**src/rtl/result_bus_arbiter_if.sv**
```systemverilog
// Station-side result handshake plus the flat broadcast bus arrays that every station snoops.
interface result_bus_arbiter_if #(
    parameter int SIZE               = 32,
    parameter int STATION_COUNT      = 4,
    parameter int STATION_INDEX_SIZE = 2,
    parameter int BUS_COUNT          = 1
);
    logic [STATION_COUNT-1:0]                station_result_ready;
    logic [SIZE*STATION_COUNT-1:0]           station_result;
    logic [STATION_COUNT-1:0]                station_reset_occupied;
    logic [BUS_COUNT-1:0]                    bus_asserted;
    logic [STATION_INDEX_SIZE*BUS_COUNT-1:0] bus_source;
    logic [SIZE*BUS_COUNT-1:0]               bus_value;

    modport master (
        input  station_result_ready,
        input  station_result,
        output station_reset_occupied,
        output bus_asserted,
        output bus_source,
        output bus_value
    );

    modport slave (
        output station_result_ready,
        output station_result,
        input  station_reset_occupied,
        input  bus_asserted,
        input  bus_source,
        input  bus_value
    );
endinterface

```
**src/rtl/result_bus_arbiter.sv**
```systemverilog
// Round-robin arbiter granting up to BUS_COUNT ready reservation stations per cycle onto the
// result broadcast buses, with a registered free pulse back to each winner.
module result_bus_arbiter #(
    parameter int SIZE               = 32,
    parameter int STATION_COUNT      = 4,
    parameter int STATION_INDEX_SIZE = 2,
    parameter int BUS_COUNT          = 1
) (
    input  logic                 clock,
    input  logic                 reset,
    input  logic                 flush,
    result_bus_arbiter_if.master rb
);
    localparam int               PTR_W        = (STATION_COUNT > 1) ? $clog2(STATION_COUNT) : 1;
    localparam logic [PTR_W-1:0] LAST_STATION = PTR_W'(STATION_COUNT - 1);
    localparam logic [PTR_W-1:0] ONE          = PTR_W'(1);

    logic [PTR_W-1:0]                        ptr_q, ptr_d;
    logic [BUS_COUNT-1:0]                    bus_asserted_q, bus_asserted_d;
    logic [STATION_INDEX_SIZE*BUS_COUNT-1:0] bus_source_q, bus_source_d;
    logic [SIZE*BUS_COUNT-1:0]               bus_value_q, bus_value_d;
    logic [STATION_COUNT-1:0]                reset_occupied_q, reset_occupied_d;

    logic [SIZE-1:0]          result_arr [STATION_COUNT];
    logic [STATION_COUNT-1:0] eligible;
    logic [STATION_COUNT-1:0] avail;
    logic [PTR_W-1:0]         scan;
    logic [PTR_W-1:0]         sel;
    logic [PTR_W-1:0]         last_sel;
    logic                     found;
    logic                     any_grant;

    always_comb begin
        for (int s = 0; s < STATION_COUNT; s++) begin
            result_arr[s] = rb.station_result[s*SIZE +: SIZE];
        end
    end

    // A station whose free pulse is on the wire still reports ready; masking it avoids a re-grant.
    assign eligible = rb.station_result_ready & ~reset_occupied_q;

    always_comb begin
        bus_asserted_d   = '0;
        bus_source_d     = '0;
        bus_value_d      = '0;
        reset_occupied_d = '0;
        ptr_d            = ptr_q;
        avail            = eligible;
        scan             = ptr_q;
        sel              = '0;
        last_sel         = '0;
        found            = 1'b0;
        any_grant        = 1'b0;

        // Each bus claims the first still-available station scanning round-robin from ptr.
        for (int b = 0; b < BUS_COUNT; b++) begin
            found = 1'b0;
            sel   = '0;
            scan  = ptr_q;
            for (int i = 0; i < STATION_COUNT; i++) begin
                if (!found && avail[scan]) begin
                    found = 1'b1;
                    sel   = scan;
                end
                scan = (scan == LAST_STATION) ? '0 : scan + ONE;
            end
            if (found) begin
                avail[sel]                                              = 1'b0;
                bus_asserted_d[b]                                       = 1'b1;
                bus_source_d[b*STATION_INDEX_SIZE +: STATION_INDEX_SIZE] = STATION_INDEX_SIZE'(sel);
                bus_value_d[b*SIZE +: SIZE]                             = result_arr[sel];
                reset_occupied_d[sel]                                   = 1'b1;
                last_sel                                                = sel;
                any_grant                                               = 1'b1;
            end
        end

        if (any_grant) begin
            ptr_d = (last_sel == LAST_STATION) ? '0 : last_sel + ONE;
        end

        if (flush) begin
            bus_asserted_d   = '0;
            bus_source_d     = '0;
            bus_value_d      = '0;
            reset_occupied_d = '0;
            ptr_d            = ptr_q;
        end
    end

    // Grant register stage: the bus and the free pulse appear together one cycle after ready.
    always_ff @(posedge clock or negedge reset) begin
        if (!reset) begin
            ptr_q            <= '0;
            bus_asserted_q   <= '0;
            bus_source_q     <= '0;
            bus_value_q      <= '0;
            reset_occupied_q <= '0;
        end else begin
            ptr_q            <= ptr_d;
            bus_asserted_q   <= bus_asserted_d;
            bus_source_q     <= bus_source_d;
            bus_value_q      <= bus_value_d;
            reset_occupied_q <= reset_occupied_d;
        end
    end

    assign rb.bus_asserted           = bus_asserted_q;
    assign rb.bus_source             = bus_source_q;
    assign rb.bus_value              = bus_value_q;
    assign rb.station_reset_occupied = reset_occupied_q;
endmodule
```
**src/flat_wrapper.sv**
```systemverilog
// flat-port wrapper written by rule: the top's interface ports become plain ports
module result_bus_arbiter_flat 
#(
    parameter int SIZE               = 32,
    parameter int STATION_COUNT      = 4,
    parameter int STATION_INDEX_SIZE = 2,
    parameter int BUS_COUNT          = 1
)
  (clock, reset, flush, rb_station_result_ready, rb_station_result, rb_station_reset_occupied, rb_bus_asserted, rb_bus_source, rb_bus_value);
  result_bus_arbiter_if #(.SIZE(SIZE), .STATION_COUNT(STATION_COUNT), .STATION_INDEX_SIZE(STATION_INDEX_SIZE), .BUS_COUNT(BUS_COUNT)) rb_i ();
  input  logic clock;
  input  logic reset;
  input  logic flush;
  input wire logic [$bits(rb_i.station_result_ready)-1:0] rb_station_result_ready;
  input wire logic [$bits(rb_i.station_result)-1:0] rb_station_result;
  output wire logic [$bits(rb_i.station_reset_occupied)-1:0] rb_station_reset_occupied;
  output wire logic [$bits(rb_i.bus_asserted)-1:0] rb_bus_asserted;
  output wire logic [$bits(rb_i.bus_source)-1:0] rb_bus_source;
  output wire logic [$bits(rb_i.bus_value)-1:0] rb_bus_value;
  assign rb_i.station_result_ready = rb_station_result_ready;
  assign rb_i.station_result = rb_station_result;
  assign rb_station_reset_occupied = rb_i.station_reset_occupied;
  assign rb_bus_asserted = rb_i.bus_asserted;
  assign rb_bus_source = rb_i.bus_source;
  assign rb_bus_value = rb_i.bus_value;
  result_bus_arbiter #(.SIZE(SIZE), .STATION_COUNT(STATION_COUNT), .STATION_INDEX_SIZE(STATION_INDEX_SIZE), .BUS_COUNT(BUS_COUNT)) u_core (.clock(clock), .reset(reset), .flush(flush), .rb(rb_i));
endmodule
```
**config.mk**
```make
export PLATFORM = sky130hd
export DESIGN_NAME = result_bus_arbiter_flat
export DESIGN_NICKNAME = d
export VERILOG_FILES = /design/src/rtl/result_bus_arbiter_if.sv /design/src/rtl/result_bus_arbiter.sv /design/src/flat_wrapper.sv
export SDC_FILE = /design/constraint.sdc
export NUM_CORES = 1
export LEC_CHECK = 0
export ABC_AREA = 1
export CAP_MARGIN = 20
export CORE_ASPECT_RATIO = 0.8
export CORE_MARGIN = 5
export CORE_UTILIZATION = 39
export DETAILED_ROUTE_END_ITERATION = 7
export GPL_TIMING_DRIVEN = 1
export PLACE_DENSITY = 0.9
export SLEW_MARGIN = 5
export SYNTH_ARGS = -nofsm -noshare
export SYNTH_HDL_FRONTEND = slang
export SYNTH_SLANG_ARGS = --single-unit
```
**constraint.sdc**
```tcl
create_clock -name clock -period 2.5 [get_ports clock]
set_input_delay 0.5 -clock clock [delete_from_list [all_inputs] [get_ports clock]]
set_output_delay 0.5 -clock clock [all_outputs]
set_load 0.03 [all_outputs]
```
==> After elaboration in Yosys (flattened, before gate mapping) <==
Index checks and enable logic that the tools add are counted.
{ "classes": {"n_mux": 33, "order_cmp": 7, "n_eq_ne": 4, "reduce_logical": 8, "n_bitwise": 4, "add_sub_neg": 4} }
{ "ops": {"columns": ["op", "n"], "rows": [
  ["$mux W32", 4],
  ["$bmux W32 S2", 1],
  ["$mux W2", 10],
  ["$lt A2 B3 Y1 const B", 5],
  ["$mux W1", 11],
  ["$add A2 B1 Y2 const B", 4],
  ["$bmux W1 S2", 4],
  ["$eq A2 B2 Y1 const B", 4],
  ["$mux W4", 2],
  ["$and A4 B4 Y4", 1],
  ["$logic_and A1 B1 Y1", 4],
  ["$not A4 Y4", 1],
  ["$ge A3 B3 Y1 const B", 1],
  ["$logic_not A1 Y1", 3],
  ["$not A2 Y3", 1],
  ["$demux W1 S2", 1],
  ["$ge A2 B1 Y1 const B", 1],
  ["$reduce_and A2 Y1", 1],
  ["$not A1 Y1", 1]
]} }
{ "totals": {"elab_cells": 65, "out_inout_bits": 39, "reg_bits": 41, "inputBits": 135} }

==> Longest topological paths before layout <==
{ "logic_depth": {"word_depth": 20, "ltp_mapped": 17, "mapped_depth_nobuf": 15} }

==> Worst setup path before layout <==
Ideal clock, no wire load.
{ "synth_path": {"path_type": "register -> register", "start": "register u_core.ptr_q[0]", "end": "register u_core.bus_value_q[27] (netlist: u_core.rb.bus_value[27])", "period_less_slack_ns": 2.235, "arrival_time_ns": 2.114, "stages_incl_launch_ff": 16, "setup_slack_ns": 0.265, "setup_time_ns": 0.121, "required_ns": 2.379, "path_cell_list": "dfrtp_1 ha_1 inv_1 nand2_1 nand2_1 nand2_1 o21ai_2 inv_2 nor2_4 nand3_2 nand2_1 buf_4 buf_4 nand2_1 o211ai_1 nand2_1"} }
{ "synth_between": {"elab_chain_len": 18} }
{ "synth_lines": {"columns": ["item", "line_no", "rtl"], "rows": [
  ["from (decl)", "result_bus_arbiter.sv:18", "logic [PTR_W-1:0] ptr_q, ptr_d;"],
  ["from (signal assigned)", "result_bus_arbiter.sv:100", "ptr_q <= ptr_d;"],
  ["parallel branches: the longest is 16 deep, another holds $add A2 B1 Y2", null, null],
  ["$mux W32 (*)", "result_bus_arbiter.sv:67", "if (found) begin"],
  ["$mux W32 (*)", "result_bus_arbiter.sv:82", "if (flush) begin"],
  ["net u_core.bus_value_d[27]", "result_bus_arbiter.sv:21", "logic [SIZE*BUS_COUNT-1:0] bus_value_q, bus_value_d;"],
  ["to (signal assigned)", "result_bus_arbiter.sv:103", "bus_value_q <= bus_value_d;"],
  ["to (decl)", "result_bus_arbiter.sv:21", null]
]} }
Mark *: on every way through the listed nets, which the timed path passes. The select of a mux whose other input is x is not followed.
A chain may end at the register's enable or synchronous reset.

==> Final worst setup path <==
{ "layout_path": {"start": "register u_core.ptr_q[0]", "end": "register u_core.bus_value_q[2] (netlist: u_core.rb.bus_value[2])"} }
Same word-level chain as after synthesis.

==> impl_summary.log <==
INFO  metric floorplan_die_width = 107.5 um
INFO  metric io-pin-count = 174
INFO  metric power.leakage = 0.002468 uW
INFO  metric timing.critical_path.to_type = flop
INFO  metric final.setup.worst_slack = 0.1664 ns
INFO  metric max_slew_margin = 66.36%
INFO  metric drtPass1Iterations = 5
INFO  metric detail_route.wirelength = 10330 um
INFO  metric leading_cell_types_by_total_area_after_synthesis = sky130_fd_sc_hd__dfrtp_1 35%, sky130_fd_sc_hd__nand3_1 19%, sky130_fd_sc_hd__inv_1 12%, sky130_fd_sc_hd__nand2_1 11%, sky130_fd_sc_hd__or2_1 6.8%
INFO  metric clockPowerShare = 5.2%
INFO  metric critical-path-max-stage-delay = 0.39 ns
INFO  metric critical-path-slowest-cell = sky130_fd_sc_hd__dfrtp_1
INFO  metric core_area = 7392 um2
INFO  metric detailed_place_hpwl = 8241 um
INFO  metric netlist_area_before_placement = 2964 um2
INFO  metric tritoncts = built
INFO  metric run_status = completed
INFO  metric start_util = 40.10%
INFO  metric diodes = 0
INFO  metric synth_top_area_share = 34.61%
INFO  metric totalNegativeSetupSlack = 0 ns
INFO  metric criticalPathCategory = reg -> reg
INFO  metric numPlacedInstances = 719
INFO  metric ys_ff_latch = 41
INFO  metric final.period_utilization = 93.34%
INFO  metric clk_root_buffer_cell = sky130_fd_sc_hd__clkbuf_8
INFO  metric rows = 28
INFO  metric die_area = 9455 um2
INFO  metric min_tclk_post_route = 2.334 ns
INFO  metric hold_class = in -> async
INFO  metric power.total = 7973 uW
INFO  metric ctsLongestPathBuffers = 2
INFO  metric clkTransAtPathRegs = 0.07 ns
INFO  metric layout-area-overhead-vs-synth = 67.50%
INFO  metric timing_max_transition_violations_final = 0
INFO  metric buffer_ports.inserted = 173
INFO  metric clock_sink_total = 41
INFO  metric via_per_inst = 4.904
INFO  metric worst_r2r_path_depth = 15
INFO  metric cp_cell_sequence = ha_1, inv_2, nand2_1, nand2_2, nand2_2, o21ai_4, inv_2, nand2_1, nand2_1, nand2_2, nand2_2, buf_12, or2_1, nand3_1, nand2_1
INFO  metric yosysTopAreaCell = sky130_fd_sc_hd__dfrtp_1
INFO  metric finalNonFillerCells = 730
INFO  metric critical_path.reg2reg.endpoint = u_core.rb.bus_value[2]
INFO  metric reg2reg_setup_slack = 0.17 ns
INFO  metric irDropWorstVdd = 0.001020 V
INFO  metric max_frequency = 428.5 MHz
INFO  metric drc = 0
INFO  metric worst_clock_skew = 0.007055 ns
INFO  metric cts-buffers-inserted = 5
INFO  metric p_int = 3649 uW
INFO  metric critical_register_to_register_path_startpoint = u_core.ptr_q[0]
INFO  metric routability_driven_placement_congestion_ratio = 0.8738
INFO  metric synth_warnings = 0
INFO  metric die_y = 87.98 um
INFO  metric postRouteAntennaNets = 0
INFO  metric combinational_power_share = 81.6%
INFO  metric final_layout_size_suffix_gt1_share = 6.880%
INFO  metric grt_pass1_vias = 3545
INFO  metric grt_antenna_before_repair = 0
INFO  metric cts_h_tree_depth = 2
INFO  metric grt_pass1_wl = 15880 um
INFO  metric maximum_number_of_pins_on_one_net_before_global_route_repair = 41
INFO  metric number_of_nets_in_the_synthesized_netlist = 584
INFO  metric grt_overflow = 0
INFO  metric clkLatencyLatePin = 0.29 ns
INFO  metric dpl_worst_slack = -0.02689 ns
INFO  metric drt-wirelength-per-cell = 14.16 um
INFO  metric route.vias.total = 3580
INFO  metric worstPathRequired = 2.67 ns
INFO  metric syn-mean-instance-area = 6.616 um2
INFO  metric power_switching = 4323 uW
INFO  metric max_slew.worst_pin.slew = 0.5046 ns
INFO  metric final_count_of_hold_timing_violations = 0
INFO  metric dpl_cell_area = 4832 um2
INFO  metric number_of_max_capacitance_violations_reported = 0
INFO  metric critical_path.startpoint_type = flop
INFO  metric syn_inst = 448
INFO  metric global_route.usage.total = 21.17%
INFO  metric power_per_cell_area = 1606 nW/um2
INFO  metric yosys.cell_types.count = 24
INFO  metric finalInstanceArea = 4965 um2
INFO  metric grt_setup_unrepaired = no
INFO  metric drt-initial-drc-count = 147
INFO  metric sw_frac_of_total = 54.23%
INFO  metric nets = 760
INFO  metric setup_viol_count_final = 0
INFO  metric yosysSeqAreaShare = 34.61%
INFO  metric share_seq_of_total_power = 13.2%
INFO  metric critical_path.max_fanout = 38
INFO  metric critPathArrivalTime = 2.51 ns
[logic make-up after synthesis]
family / after synthesis / share of synthesized area, %
flip-flops: 41 / 34.61
adder cells (fa/ha/maj): 1 / 0.4221
AND/OR/NAND/NOR: 249 / 40.61
buffers and inverters: 120 / 16.63
AO/OA/AOI/OAI: 37 / 7.725
[state kept, by name (all words and copies together) (netlist names)]
| signal | count |
|---|---|
| u_core.ptr_q | 2 |
| u_core.rb.bus_asserted | 1 |
| u_core.rb.bus_source | 2 |
| u_core.rb.bus_value | 32 |
| u_core.rb.station_reset_occupied | 4 |
[cell usage in the layout (no fill, tap or decap)]
master	Yosys	routed
sky130_fd_sc_hd__clkbuf_1	7	3
sky130_fd_sc_hd__a21oi_1	18	18
sky130_fd_sc_hd__dfrtp_1	41	41
sky130_fd_sc_hd__clkdlybuf4s50_1	0	172
sky130_fd_sc_hd__o21ai_4	0	1
sky130_fd_sc_hd__or2_1	32	32
sky130_fd_sc_hd__ha_1	1	1
sky130_fd_sc_hd__o21ai_1	1	1
sky130_fd_sc_hd__nor2_1	8	8
sky130_fd_sc_hd__inv_2	4	4
sky130_fd_sc_hd__buf_2	9	1
sky130_fd_sc_hd__o21ai_0	1	1
sky130_fd_sc_hd__nand3_1	112	112
sky130_fd_sc_hd__buf_4	6	16
sky130_fd_sc_hd__nand2_4	1	1
sky130_fd_sc_hd__nor3_1	1	1
sky130_fd_sc_hd__inv_4	0	1
sky130_fd_sc_hd__nand2_2	1	4
sky130_fd_sc_hd__inv_1	92	91
sky130_fd_sc_hd__dlygate4sd3_1	0	1
sky130_fd_sc_hd__nor2_4	1	2
sky130_fd_sc_hd__buf_12	0	1
sky130_fd_sc_hd__buf_6	1	2
sky130_fd_sc_hd__o211ai_1	16	16
sky130_fd_sc_hd__nand2_1	87	84
sky130_fd_sc_hd__nand3_2	4	4
sky130_fd_sc_hd__clkbuf_8	0	5
sky130_fd_sc_hd__nor2_2	2	1
[power groups by stage]
| stage | Clock, uW | Combinational [uW] | Sequential [uW] |
|---|---|---|---|
| floorplan | 0 | 4020 | 1530 |
| global placement | 0 | 6050 | 1060 |
| detailed placement | 0 | 6300 | 1060 |
| CTS | 422 | 6330 | 1050 |
| global route | 457 | 7160 | 1080 |
| finish | 415 | 6510 | 1050 |
[per-stage QoR]
step	util (%)	hold WS, ns
2_1_floorplan	-	0.2044
3_3_place_gp	65.37	0.2820
3_5_place_dp	65.37	0.2857
4_1_cts	66.59	0.5027
5_1_grt	67.16	0.5301
6_report	67.16	0.5224
[what timing repair did]
action / in CTS / in global routing
endpoints found under the hold margin: 1 / 0
endpoints found under the setup margin: 0 / 33
gates resized for setup: 0 / 9
hold buffers: 1 / 0
buffers inserted: 0 / 2
[critical path: cells and delay by family, from the launching register on]
| kind | cells | cell delay, ns |
|---|---|---|
| flip-flops | 1 | 0.39 |
| AO/OA/AOI/OAI | 1 | 0.09 |
| AND/OR/NAND/NOR | 10 | 1.00 |
| buffers and inverters | 3 | 0.37 |
| adder cells (fa/ha/maj) | 1 | 0.36 |
[worst max-delay path by stage]
stage                                          to                  startpoint  slack (ns)
after floorplan           u_core.rb.bus_value[27]             u_core.ptr_q[0]        0.26
after global placement    u_core.rb.bus_value[23]  rb_station_result_ready[3]        0.08
after detailed placement  u_core.rb.bus_value[10]  rb_station_result_ready[3]       -0.03
after CTS                  u_core.rb.bus_value[2]             u_core.ptr_q[0]        0.02
after global routing      u_core.rb.bus_value[13]             u_core.ptr_q[1]        0.01
final                      u_core.rb.bus_value[2]             u_core.ptr_q[0]        0.17
[area by class of cell]
| cell class | count | area (um2) |
|---|---|---|
| Tap cell | 105 | 131.4 |
| Multi-Input combinational cell | 287 | 1465 |
| Clock buffer | 8 | 80.08 |
| Timing Repair Buffer | 193 | 1899 |
| Inverter | 96 | 362.8 |
| Sequential cell | 41 | 1026 |
| Fill cell | 613 | 2427 |
[layer usage]
metal	vias to the layer above	track usage, %	share of wire, %
li1	1754	-	-
met1	1634	25.19	38
met3	24	4.790	7.6
met2	168	37.02	51
met5	-	0	0
met4	0	9.289	3.0
[synth_stat cells, drive strengths merged]
| cell | instances |
|---|---|
| a21oi | 18 |
| buf | 16 |
| clkbuf | 8 |
| dfrtp | 41 |
| ha | 1 |
| inv | 96 |
| nand2 | 89 |
| nand3 | 116 |
| nor2 | 11 |
| nor3 | 1 |
| o211ai | 16 |
| o21ai | 3 |
| or2 | 32 |
Power figures use the tool's default switching activity.
